File: src/rtl/ex_stage_mc.sv
// Execute stage with EX/MEM pipeline register; forwarding muxes, 3-bit ALU and an
// iterative shift-add multiplier that is present only when EX_MULDIV_EN is defined.
module ex_stage_mc #(
    parameter int DATA_WIDTH = 16,
    parameter int ADDR_WIDTH = 8,
    parameter int IMM_WIDTH  = 8,
    parameter int REG_WIDTH  = 4
) (
    input  logic                  clk,
    input  logic                  rst,
    input  logic [ADDR_WIDTH-1:0] PCE_i,
    input  logic [DATA_WIDTH-1:0] r1_data_r_i,
    input  logic [DATA_WIDTH-1:0] r2_data_r_i,
    input  logic [IMM_WIDTH-1:0]  imm8E_i,
    input  logic [REG_WIDTH-1:0]  rsE_i,
    input  logic [REG_WIDTH-1:0]  rdE_i,
    input  logic [2:0]            ALUopE_i,
    input  logic                  RegWriteE_i,
    input  logic                  BranchE_i,
    input  logic                  MemReadE_i,
    input  logic                  RegDstE_i,
    input  logic                  MemWriteE_i,
    input  logic                  MemToRegE_i,
    input  logic                  MovE_i,
    input  logic                  jumpE_i,
    input  logic [DATA_WIDTH-1:0] WBResultM_i,
    input  logic [DATA_WIDTH-1:0] ResultW_i,
    input  logic [1:0]            alu_src1_i,
    input  logic [1:0]            alu_src2_i,
    input  logic                  flush_EX_MEM_i,
    input  logic                  stall_EX_MEM_i,
    output logic                  busy_o,
    output logic [ADDR_WIDTH-1:0] PCM_o,
    output logic [DATA_WIDTH-1:0] WriteDataM_o,
    output logic [IMM_WIDTH-1:0]  imm8M_o,
    output logic [REG_WIDTH-1:0]  rsM_o,
    output logic [REG_WIDTH-1:0]  WriteRegM_o,
    output logic [DATA_WIDTH-1:0] alu_outM_o,
    output logic                  RegWriteM_o,
    output logic                  BranchM_o,
    output logic                  MemReadM_o,
    output logic                  MemWriteM_o,
    output logic                  MemToRegM_o,
    output logic                  MovM_o,
    output logic                  jumpM_o
);
    localparam int SHW = $clog2(DATA_WIDTH);
    localparam logic [2:0] OP_MUL = 3'b110;

    typedef struct packed {
        logic [ADDR_WIDTH-1:0] pc;
        logic [DATA_WIDTH-1:0] write_data;
        logic [IMM_WIDTH-1:0]  imm;
        logic [REG_WIDTH-1:0]  rs;
        logic [REG_WIDTH-1:0]  write_reg;
        logic [DATA_WIDTH-1:0] alu_out;
        logic                  reg_write;
        logic                  branch;
        logic                  mem_read;
        logic                  mem_write;
        logic                  mem_to_reg;
        logic                  mov;
        logic                  jump;
    } exmem_t;

    logic [DATA_WIDTH-1:0] alu_in1, alu_in2, alu_result;
    exmem_t ex_fields, load_fields, exmem_reg, exmem_next;
    logic busy;

    always_comb begin
        case (alu_src1_i)
            2'd1:    alu_in1 = WBResultM_i;
            2'd2:    alu_in1 = ResultW_i;
            default: alu_in1 = r1_data_r_i;
        endcase
        case (alu_src2_i)
            2'd1:    alu_in2 = WBResultM_i;
            2'd2:    alu_in2 = ResultW_i;
            default: alu_in2 = r2_data_r_i;
        endcase
    end

    always_comb begin
        case (ALUopE_i)
            3'b000:  alu_result = alu_in1 + alu_in2;
            3'b001:  alu_result = alu_in1 - alu_in2;
            3'b010:  alu_result = {{(DATA_WIDTH-1){1'b0}}, (alu_in1 < alu_in2)};
            3'b011:  alu_result = alu_in1 & alu_in2;
            3'b100:  alu_result = alu_in1 | alu_in2;
            3'b101:  alu_result = alu_in1 ^ alu_in2;
            OP_MUL:  alu_result = '0;
            default: alu_result = alu_in1 << alu_in2[SHW-1:0];
        endcase
    end

    always_comb begin
        ex_fields            = '0;
        ex_fields.pc         = PCE_i;
        ex_fields.write_data = alu_in1;
        ex_fields.imm        = imm8E_i;
        ex_fields.rs         = rsE_i;
        ex_fields.write_reg  = RegDstE_i ? rsE_i : rdE_i;
        ex_fields.alu_out    = alu_result;
        ex_fields.reg_write  = RegWriteE_i;
        ex_fields.branch     = BranchE_i;
        ex_fields.mem_read   = MemReadE_i;
        ex_fields.mem_write  = MemWriteE_i;
        ex_fields.mem_to_reg = MemToRegE_i;
        ex_fields.mov        = MovE_i;
        ex_fields.jump       = jumpE_i;
    end

`ifdef EX_MULDIV_EN
    localparam int CNT_W = SHW + 1;

    typedef enum logic [1:0] {IDLE, BUSY, DONE} state_t;

    state_t                state_reg, state_next;
    logic [DATA_WIDTH-1:0] mcand_reg, mcand_next, mplier_reg, mplier_next;
    logic [CNT_W-1:0]      cnt_reg, cnt_next;
    exmem_t                lat_reg, lat_next;

    // lat_reg.alu_out doubles as the product accumulator.
    always_comb begin
        state_next  = state_reg;
        mcand_next  = mcand_reg;
        mplier_next = mplier_reg;
        cnt_next    = cnt_reg;
        lat_next    = lat_reg;
        busy        = 1'b0;
        case (state_reg)
            IDLE: begin
                if (ALUopE_i == OP_MUL && !flush_EX_MEM_i) begin
                    busy             = 1'b1;
                    state_next       = BUSY;
                    mcand_next       = alu_in1;
                    mplier_next      = alu_in2;
                    cnt_next         = '0;
                    lat_next         = ex_fields;
                    lat_next.alu_out = '0;
                end
            end
            BUSY: begin
                busy = 1'b1;
                if (mplier_reg[0])
                    lat_next.alu_out = lat_reg.alu_out + mcand_reg;
                mcand_next  = mcand_reg << 1;
                mplier_next = mplier_reg >> 1;
                cnt_next    = cnt_reg + 1'b1;
                if (cnt_reg == CNT_W'(DATA_WIDTH - 1))
                    state_next = DONE;
            end
            default: begin
                if (!stall_EX_MEM_i)
                    state_next = IDLE;
            end
        endcase
        if (flush_EX_MEM_i) begin
            state_next = IDLE;
            cnt_next   = '0;
        end
    end

    always_ff @(posedge clk) begin
        if (rst) begin
            state_reg  <= IDLE;
            mcand_reg  <= '0;
            mplier_reg <= '0;
            cnt_reg    <= '0;
            lat_reg    <= '0;
        end else begin
            state_reg  <= state_next;
            mcand_reg  <= mcand_next;
            mplier_reg <= mplier_next;
            cnt_reg    <= cnt_next;
            lat_reg    <= lat_next;
        end
    end

    assign load_fields = (state_reg == DONE) ? lat_reg : ex_fields;
`else
    assign busy        = 1'b0;
    assign load_fields = ex_fields;
`endif

    always_comb begin
        exmem_next = exmem_reg;
        if (flush_EX_MEM_i || (busy && !stall_EX_MEM_i)) begin
            exmem_next           = '0;
            exmem_next.write_reg = '1;
        end else if (!stall_EX_MEM_i) begin
            exmem_next = load_fields;
        end
    end

    always_ff @(posedge clk) begin
        if (rst)
            exmem_reg <= '0;
        else
            exmem_reg <= exmem_next;
    end

    assign busy_o       = busy;
    assign PCM_o        = exmem_reg.pc;
    assign WriteDataM_o = exmem_reg.write_data;
    assign imm8M_o      = exmem_reg.imm;
    assign rsM_o        = exmem_reg.rs;
    assign WriteRegM_o  = exmem_reg.write_reg;
    assign alu_outM_o   = exmem_reg.alu_out;
    assign RegWriteM_o  = exmem_reg.reg_write;
    assign BranchM_o    = exmem_reg.branch;
    assign MemReadM_o   = exmem_reg.mem_read;
    assign MemWriteM_o  = exmem_reg.mem_write;
    assign MemToRegM_o  = exmem_reg.mem_to_reg;
    assign MovM_o       = exmem_reg.mov;
    assign jumpM_o      = exmem_reg.jump;
endmodule
File: config.mk
export PLATFORM = sky130hd
export DESIGN_NAME = ex_stage_mc
export DESIGN_NICKNAME = d
export VERILOG_FILES = /design/src/rtl/ex_stage_mc.sv
export SDC_FILE = /design/constraint.sdc
export NUM_CORES = 1
export LEC_CHECK = 0
export BUFFER_PORTS_ARGS = -buffer_cell sky130_fd_sc_hd__buf_2
export CORE_MARGIN = 2
export CORE_UTILIZATION = 50
export CTS_CLUSTER_SIZE = 14
export DETAILED_ROUTE_END_ITERATION = 10
export PLACE_DENSITY_LB_ADDON = 0.25
export SYNTH_ARGS = -nofsm -noshare
export SYNTH_HDL_FRONTEND = slang
export SYNTH_SLANG_ARGS = --single-unit
File: constraint.sdc
create_clock -name clk -period 4.9 [get_ports clk]
set_input_delay 0.49 -clock clk [delete_from_list [all_inputs] [get_ports clk]]
set_output_delay 0.49 -clock clk [all_outputs]
set_load 0.01 [all_outputs]
Word-level counts from Yosys, hierarchy flattened
Index checks and enable logic that the tools add are counted.
{ "op_classes": {"order_cmp": 1, "eq_ne": 11, "addsub": 2, "mux": 6, "n_bitwise": 3, "reduce_logical": 2, "shift": 1} }
{ "op_table": {"columns": ["op", "count"], "rows": [
  ["16-bit one-hot mux with 7 select lines", 1],
  ["16-bit one-hot mux with 2 select lines", 2],
  ["27-bit two-way mux", 2],
  ["16-bit adder", 1],
  ["16-bit AND", 1],
  ["16-bit less-than comparator", 1],
  ["16-bit OR", 1],
  ["16-bit by 4-bit left shift with 16-bit output", 1],
  ["16-bit subtractor", 1],
  ["16-bit XOR", 1],
  ["3-bit equality test (second input constant)", 3],
  ["3-bit by 2-bit equality test with 1-bit output (second input constant)", 2],
  ["2-bit by 1-bit equality test with 1-bit output (second input constant)", 2],
  ["2-bit equality test (second input constant)", 2],
  ["4-bit two-way mux", 1],
  ["3-bit by 1-bit equality test with 1-bit output (second input constant)", 1],
  ["3-bit zero test", 1],
  ["2-bit inequality test (second input constant)", 1],
  ["2-bit OR reduction", 1]
]} }
{ "totals": {"reg_bits": 63, "word_cells": 39, "input_bits": 107, "out_inout_bits": 64} }

Logic depth before layout (Yosys ltp)
Gate-level depths: netlist of run 1.
{ "logic_depth": {"word_depth": 6, "mapped_depth": 19} }

Worst setup path before layout of run 1
Ideal clock, no wire load.
{ "synth_path": {"kind": "input port to flip-flop", "from": "input port alu_src1_i[0]", "to": "register exmem_reg, in the netlist alu_outM_o[15]", "n_path_buf": 3, "setup_ps": 74, "required_ps": 4826, "setup_slack_ps": 700, "cell_stages": 18, "t_arrival_ps": 4126, "path_cell_list": "inv_1 > ha_1 > buf_6 > clkbuf_1 > a221o_1 > o21ai_1 > inv_1 > ha_1 > clkbuf_1 > inv_1 > a21oi_1 > o21bai_1 > a2111oi_0 > a21oi_2 > a2111o_1 > nand3_1 > or3b_1 > a31oi_1"} }
{ "synth_between": {"elab_chain_len": 4, "word_cells_on_any_way": 10} }
{ "synth_rtl": {"columns": ["element", "line_no", "rtl"], "rows": [
  ["start, declared", "28", "input logic [1:0] alu_src1_i,"],
  ["2-bit equality test / 2-bit by 1-bit equality test with 1-bit output (equally long branches)", "71", "case (alu_src1_i)"],
  ["16-bit one-hot mux with 2 select lines *", "71", null],
  ["named net alu_in1[6]", "66", "logic [DATA_WIDTH-1:0] alu_in1, alu_in2, alu_result;"],
  ["16-bit subtractor, or another cell as far along", "86", "3'b001: alu_result = alu_in1 - alu_in2;"],
  ["16-bit one-hot mux with 7 select lines *", "84", "case (ALUopE_i)"],
  ["end signal, assigned", "200", "exmem_reg <= exmem_next;"],
  ["end, declared", "67", "exmem_t ex_fields, load_fields, exmem_reg, exmem_next;"]
]} }
Mark *: on every way through the listed nets, which the timed path passes. The rest lies on a longest branch.
A chain may end at the register's enable or synchronous reset.

Worst setup path after layout of run 1
{ "layout_path": {"from": "input port alu_src2_i[0]", "to": "register exmem_reg, in the netlist alu_outM_o[15]"} }
{ "layout_between": {"elab_chain_len": 4, "word_cells_on_any_way": 10} }
{ "layout_rtl": {"columns": ["element", "line_no", "rtl"], "rows": [
  ["start, declared", "29", "input logic [1:0] alu_src2_i,"],
  ["2-bit equality test / 2-bit by 1-bit equality test with 1-bit output (equally long branches)", "76", "case (alu_src2_i)"],
  ["16-bit one-hot mux with 2 select lines *", "76", null],
  ["16-bit subtractor, or another cell as far along", "86", null],
  ["16-bit one-hot mux with 7 select lines *", "84", null]
]} }
Every way passes the cells marked *; elsewhere a longest branch is shown, timed or not.

==> results of run 1 <==
cells in the final DEF, fill, tap and decap left out, types with 3 or more instances in the layout:
cell type and count:
a221oi_1 19, o211ai_1 7, nand2_1 45, nand4_1 3, o21ai_0 77, o221ai_1 3
clkinv_4 3, ha_1 52, a22oi_1 16, xnor2_1 10, dfxtp_1 63, a211o_1 5
or3_1 4, a31oi_1 7, nor2_1 109, o21ai_1 8, buf_4 19, bufinv_16 3
nor3_1 9, nand3_1 12, inv_1 56, nor2b_1 12, a21oi_1 58, a211oi_1 5
a2111oi_0 3, clkbuf_16 9, buf_2 169, or2_2 6, xor2_1 4, nand2b_1 6
mux2i_1 59, a221o_1 16, o21bai_1 7, a21o_1 4
metrics by stage:
stage | setup slack (ps) | std cells | util | power, mW
6_report | 758 | 1075 | 0.627 | 2.26
5_1_grt | 478 | 1075 | 0.627 | 2.38
4_1_cts | 830 | 1075 | 0.627 | 2.25
3_5_place_dp | 478 | 1059 | 0.597 | 1.51
3_3_place_gp | 566 | 1059 | 0.597 | 1.51
2_1_floorplan | 700 | 784 | - | 1.23
routing by layer:
| layer | global-route usage | vias to the layer above | wire length (um) |
|---|---|---|---|
| met5 | 0 | - | 0 |
| met1 | 0.410 | 2962 | 8450 |
| met4 | 0.0829 | 0 | 398 |
| met3 | 0.0551 | 45 | 1760 |
| met2 | 0.470 | 358 | 8690 |
| li1 | - | 3096 | - |
registers in the layout, summed over array words and instances (netlist names), 4 cells and up:
name / cells
WriteDataM_o: 16
alu_outM_o: 16
PCM_o: 8
imm8M_o: 8
WriteRegM_o: 4
rsM_o: 4
cell type report:
type,instances,share of cell area
Clock buffer,9,0.0313
Tap cell,143,0.0249
Inverter,57,0.0298
Multi-Input combinational cell,608,0.584
Clock inverter,7,0.0169
Sequential cell,63,0.175
Timing Repair Buffer,188,0.138
cell families after synthesis:
group | share of synthesized area
and+or+nand+nor | 0.177
other | 0.000635
buffers and inverters | 0.0769
adders and majority gates | 0.117
muxes | 0.108
AOI/OAI and AO/OA | 0.287
DFF | 0.214
xor gates and xnor gates | 0.0208
power breakdown:
group	switching [mW]	internal, mW	total (mW)
sequential	0.00980	0.535	0.545
combinational	0.603	0.382	0.985
clock	0.232	0.498	0.730
total	0.845	1.41	2.26
synthesized netlist by cell type, types with 3 or more instances:
cell / instances
nor2_1: 109
o21ai_0: 78
dfxtp_1: 63
mux2i_1: 59
a21oi_1: 58
inv_1: 56
ha_1: 52
nand2_1: 45
clkbuf_1: 43
a221oi_1: 19
a221o_1: 16
a22oi_1: 16
nand3_1: 12
nor2b_1: 12
xnor2_1: 10
nor3_1: 9
o21ai_1: 9
a31oi_1: 7
o211ai_1: 7
o21bai_1: 7
nand2b_1: 6
or2_2: 6
a211o_1: 5
a211oi_1: 5
buf_1: 5
a21o_1: 4
or3_1: 4
xor2_1: 4
a2111oi_0: 3
buf_2: 3
buf_4: 3
nand4_1: 3
o221ai_1: 3
worst max-delay path: stages:
cell and delay [ps]:
buf_2 90, inv_1 40, ha_1 500, buf_4 270, o21ai_0 400, inv_1 140, ha_1 480, o21bai_1 200
a2111oi_0 570, a21oi_2 190, a2111o_1 430, nand3_1 100, or3b_1 350, a31oi_1 150
worst max path at each step:
stage	slack [ps]	to	start	depth (start not counted)
2_1_floorplan	700	alu_outM_o[15]$_SDFFE_PP0N_	alu_src1_i[0]	18
4_1_cts	830	alu_outM_o[15]$_SDFFE_PP0N_	alu_src2_i[0]	14
3_3_place_gp	570	alu_outM_o[15]$_SDFFE_PP0N_	alu_src2_i[0]	14
5_1_grt	480	alu_outM_o[15]$_SDFFE_PP0N_	alu_src2_i[0]	14
3_5_place_dp	480	alu_outM_o[15]$_SDFFE_PP0N_	alu_src2_i[0]	14
6_report	760	alu_outM_o[15]$_SDFFE_PP0N_	alu_src2_i[0]	14
==> metrics, run 1 <==
status finished, final reports clean; Synth area leader dfxtp_1; Worst R2R Start alu_outM_o[7]$_SDFFE_PP0N_; chip height 113 um; P per Cell Area 314 nW/um^2; first-pass GRT wire length 30300 um; Setup Fix Bufs, Post-CTS 0; initial antenna violation count 0; max_cap viols 0; n_diodes 0; grt ovf 0; hold path depth 2; number of global-route vias before repair 5883; Layout area overhead 21.7%; IO Port Bufs 169; Worst Skew 0 ps; min-delay worst type primary input to flop; Ports 171; GRT Overall Usage 0.296; endpoints failing setup 0; Hold Vio Cnt, Final 0; clk slew on worst S/H paths 50 ps; Unique masters post-synth 67; H-tree levels 3; final WL 19300 um; CTS buffer count 9; DRC Markers 0; cts hold-fix bufs 0; Vias 6461; Slew @ Worst Pin 1010 ps; share of cells above drive strength 1 0.245; crit path kind primary input to flop; Post-Synthesis Mean Instance Area 7.53 sq um; PostCTS Resize Cnt 0; fraction of registers with async set/reset 0; 1st-iter DRT viols 604; min-delay src rst; worst reg-to-reg path cell count 3; Worst Path Arrival 4400 ps; post-synth top area share 0.214; clock sinks 63; peak supply drop 0.349 mV; starting density of the core 0.515; Die W 113 um; die area 12700 sq um; maximum fanout along the worst path 17; Synthesis Warnings 0; CTS tree built; r2r endpoint alu_outM_o[7]$_SDFFE_PP0N_; Synth Register Bits 63; number of synthesized flops with an enable pin 0; hold worst-path end WriteRegM_o[0]$_SDFFE_PP0P_; setup_tns 0 ps; worst endpoint required time 5150 ps; Post-Syn Area 5910 sq um; routability-driven placement congestion ratio 0.990; fin nets 1088; DR pass1 iterations 7; Post-DP Area 6840 sq um; Crit. End Element flop; HPWL after DPL 15200 um; period utilization 0.845; Seq/Total Area, Yosys 0.214; Synth area leaders dfxtp_1 (21%), ha_1 (11%), mux2i_1 (10%); Root Driver clkbuf_16; Syn Inst Count 784; Filler cells 1068; Min Hold Slack 387 ps; Startpoint Class primary input; vias per cell 6.01; DRT antenna net count 0; Std-Cell Rows 39; Lkg Pwr 3.49 nW; fin crit period 4140 ps; register-to-register setup slack 4120 ps; most common flop cell mapped by yosys dfxtp_1; fmax 241 MHz; Core Area 11500 sq um; Synth Net Count 945; area of the multi-input gates 4200 sq um; final instance area 7190 sq um; Storage cell area 1260 sq um; worst relative slew slack 0.309; RSZ-0062 raised after global routing no; Wirelength per Cell 17.9 um; Slew Viols, Final 0; clk buf depth 2; largest net degree at the start of global routing 49; clk_lat worst skew 320 ps
Note: power is estimated with default switching activity, not from simulation.
==> inputs of run 2 (changes only) <==
clock period = 4.03 ns   (was 4.9 ns; I/O delays follow)
==> metrics, run 2 (synthesis gave the netlist of run 1 again) <==
status finished, final reports clean; Vias 6650 (+2.9%); Slew Viols, Final 0 (unchanged); grt ovf 0 (unchanged); die area 12700 sq um (unchanged); initial antenna violation count 0 (unchanged); Min Hold Slack 300 ps (-86.8 ps); min-delay src rst; register-to-register setup slack 3240 ps (-880 ps); max_cap viols 0 (unchanged); vias per cell 5.98 (-0.50%); 1st-iter DRT viols 776 (+28%); clock network power share 0.294 (-0.029); Core Area 11500 sq um (unchanged); Storage cell area 1260 sq um (unchanged); largest net degree at the start of global routing 54 (+10%); Worst R2R Start alu_outM_o[7]$_SDFFE_PP0N_; RSZ-0062 raised after global routing no; Wirelength per Cell 17.8 um (-0.96%); DR pass1 iterations 6 (-1); fmax 268 MHz; Hold Vio Cnt, Final 0 (unchanged); Sw Ratio 0.379 (+0.00513); area of the multi-input gates 4200 sq um (about the same); worst endpoint required time 4250 ps (-900 ps); routability-driven placement congestion ratio 1.01 (+2.4%); Std-Cell Rows 39 (unchanged); Setup Fix Bufs, Post-CTS 0 (unchanged); CTS buffer count 9 (unchanged); chip height 113 um (unchanged); worst reg-to-reg path cell count 3 (unchanged); H-tree levels 3 (unchanged); number of global-route vias before repair 6121 (+4.0%); clock sinks 63 (unchanged); Ports 171 (unchanged); cts hold-fix bufs 0 (unchanged); Lkg Pwr 3.65 nW (+4.6%); clk slew on worst S/H paths 50 ps (about the same); Startpoint Class primary input; hold worst-path end WriteRegM_o[0]$_SDFFE_PP0P_; IO Port Bufs 169 (unchanged); fin crit period 3730 ps; share of cells above drive strength 1 0.272 (+0.0278); final WL 19800 um (+2.5%); Post-DP Area 7120 sq um (+4.1%); CTS tree built; min-delay worst type primary input to flop; clk buf depth 2 (unchanged); Layout area overhead 25.9%; fin nets 1125 (+3.4%); endpoints failing setup 0 (unchanged); Worst Skew 0 ps (unchanged); maximum fanout along the worst path 3 (-14); Slew @ Worst Pin 1100 ps (+93.6 ps); combinational share of power 0.465 (+0.029); Die W 113 um (unchanged); period utilization 0.926; first-pass GRT wire length 31000 um (+2.4%); Root Driver clkbuf_16; starting density of the core 0.515 (unchanged); most common cell after layout, fill and taps aside buf_2; sequential share of power 0.241 (about the same); final instance area 7430 sq um (+3.4%); Filler cells 1007 (-5.7%); P per Cell Area 371 nW/um^2 (+18%); hold path depth 2 (unchanged); r2r endpoint alu_outM_o[7]$_SDFFE_PP0N_; NetSw 1.04 mW (+24%); worst relative slew slack 0.245 (-0.0640); Int Pwr 1.71 mW (+21%); peak supply drop 0.244 mV (-30%); DRC Markers 0 (unchanged); Crit. End Element flop; DRT antenna net count 0 (unchanged); clk_lat worst skew 320 ps (about the same); GRT Overall Usage 0.302 (+0.00633); most frequent cells in the layout buf_2 (169), nor2_1 (109), o21ai_0 (76); crit path kind primary input to flop; HPWL after DPL 15600 um (+2.3%); n_diodes 0 (unchanged); Worst Path Arrival 3950 ps (-450 ps)
==> run 2: repair_timing <==
item                                    4_1_cts  5_1_grt
endpoints found under the setup margin        0        1
gates resized for setup                       0        1
endpoints found under the hold margin         0        0
==> run 2: layout make-up <==
cell class | instances | area share
multi-input cells | 608 | 0.565
repair buffers | 225 | 0.170
flip-flops and latches | 63 | 0.170
clock buffers | 10 | 0.0308
inverters | 57 | 0.0288
well taps | 143 | 0.0241
clock inverters | 6 | 0.0114
==> run 2: worst max path at each step <==
| stage | startpoint | to | slack, ps | cells past startpoint |
|---|---|---|---|---|
| 2_1_floorplan | alu_src1_i[0] | alu_outM_o[15]$_SDFFE_PP0N_ | -30 | 18 |
| 3_3_place_gp | alu_src1_i[0] | alu_outM_o[8]$_SDFFE_PP0N_ | 70 | 18 |
| 3_5_place_dp | alu_src1_i[0] | alu_outM_o[8]$_SDFFE_PP0N_ | 5 | 18 |
| 4_1_cts | alu_src1_i[0] | alu_outM_o[8]$_SDFFE_PP0N_ | 330 | 18 |
| 5_1_grt | alu_src1_i[0] | alu_outM_o[8]$_SDFFE_PP0N_ | 110 | 18 |
| 6_report | alu_src2_i[0] | alu_outM_o[0]$_SDFFE_PP0N_ | 300 | 16 |
==> run 2: power groups by stage <==
| stage | logic, mW | clock network, mW | registers, mW |
|---|---|---|---|
| finish | 1.28 | 0.811 | 0.663 |
| global route | 1.38 | 0.851 | 0.666 |
| CTS | 1.24 | 0.821 | 0.663 |
| detailed placement | 1.23 | 0 | 0.676 |
| global placement | 1.22 | 0 | 0.675 |
| floorplan | 0.813 | 0 | 0.689 |
==> run 2: worst max-delay path, stage by stage <==
cell	delay [ps]
buf_2	100
inv_1	50
ha_1	310
a221o_1	300
o21ai_2	70
inv_1	70
ha_1	210
fa_1	480
inv_1	100
a2111oi_1	100
or4_4	550
a211o_1	320
or4_1	430
a21oi_1	170
o221ai_1	160
o211a_1	130
==> run 2: routing by layer <==
metal,vias to the layer above,share of wire,routed length (um),GRT usage
met1,3021,0.42,8330,0.408
met4,0,0.029,570,0.0959
met2,402,0.44,8770,0.476
li1,3174,-,-,-
met5,-,0,0,0
met3,53,0.11,2100,0.0734
==> run 2: per-stage QoR <==
stage               cells  setup slack, ps  TNS [ps]  total power, mW   util
global route         1112              113         0             2.90  0.648
CTS                  1112              326         0             2.72  0.648
floorplan             784            -34.5     -34.5             1.50      -
global placement     1096             74.9         0             1.89  0.621
finish               1112              300         0             2.76  0.648
detailed placement   1096             5.31         0             1.90  0.621
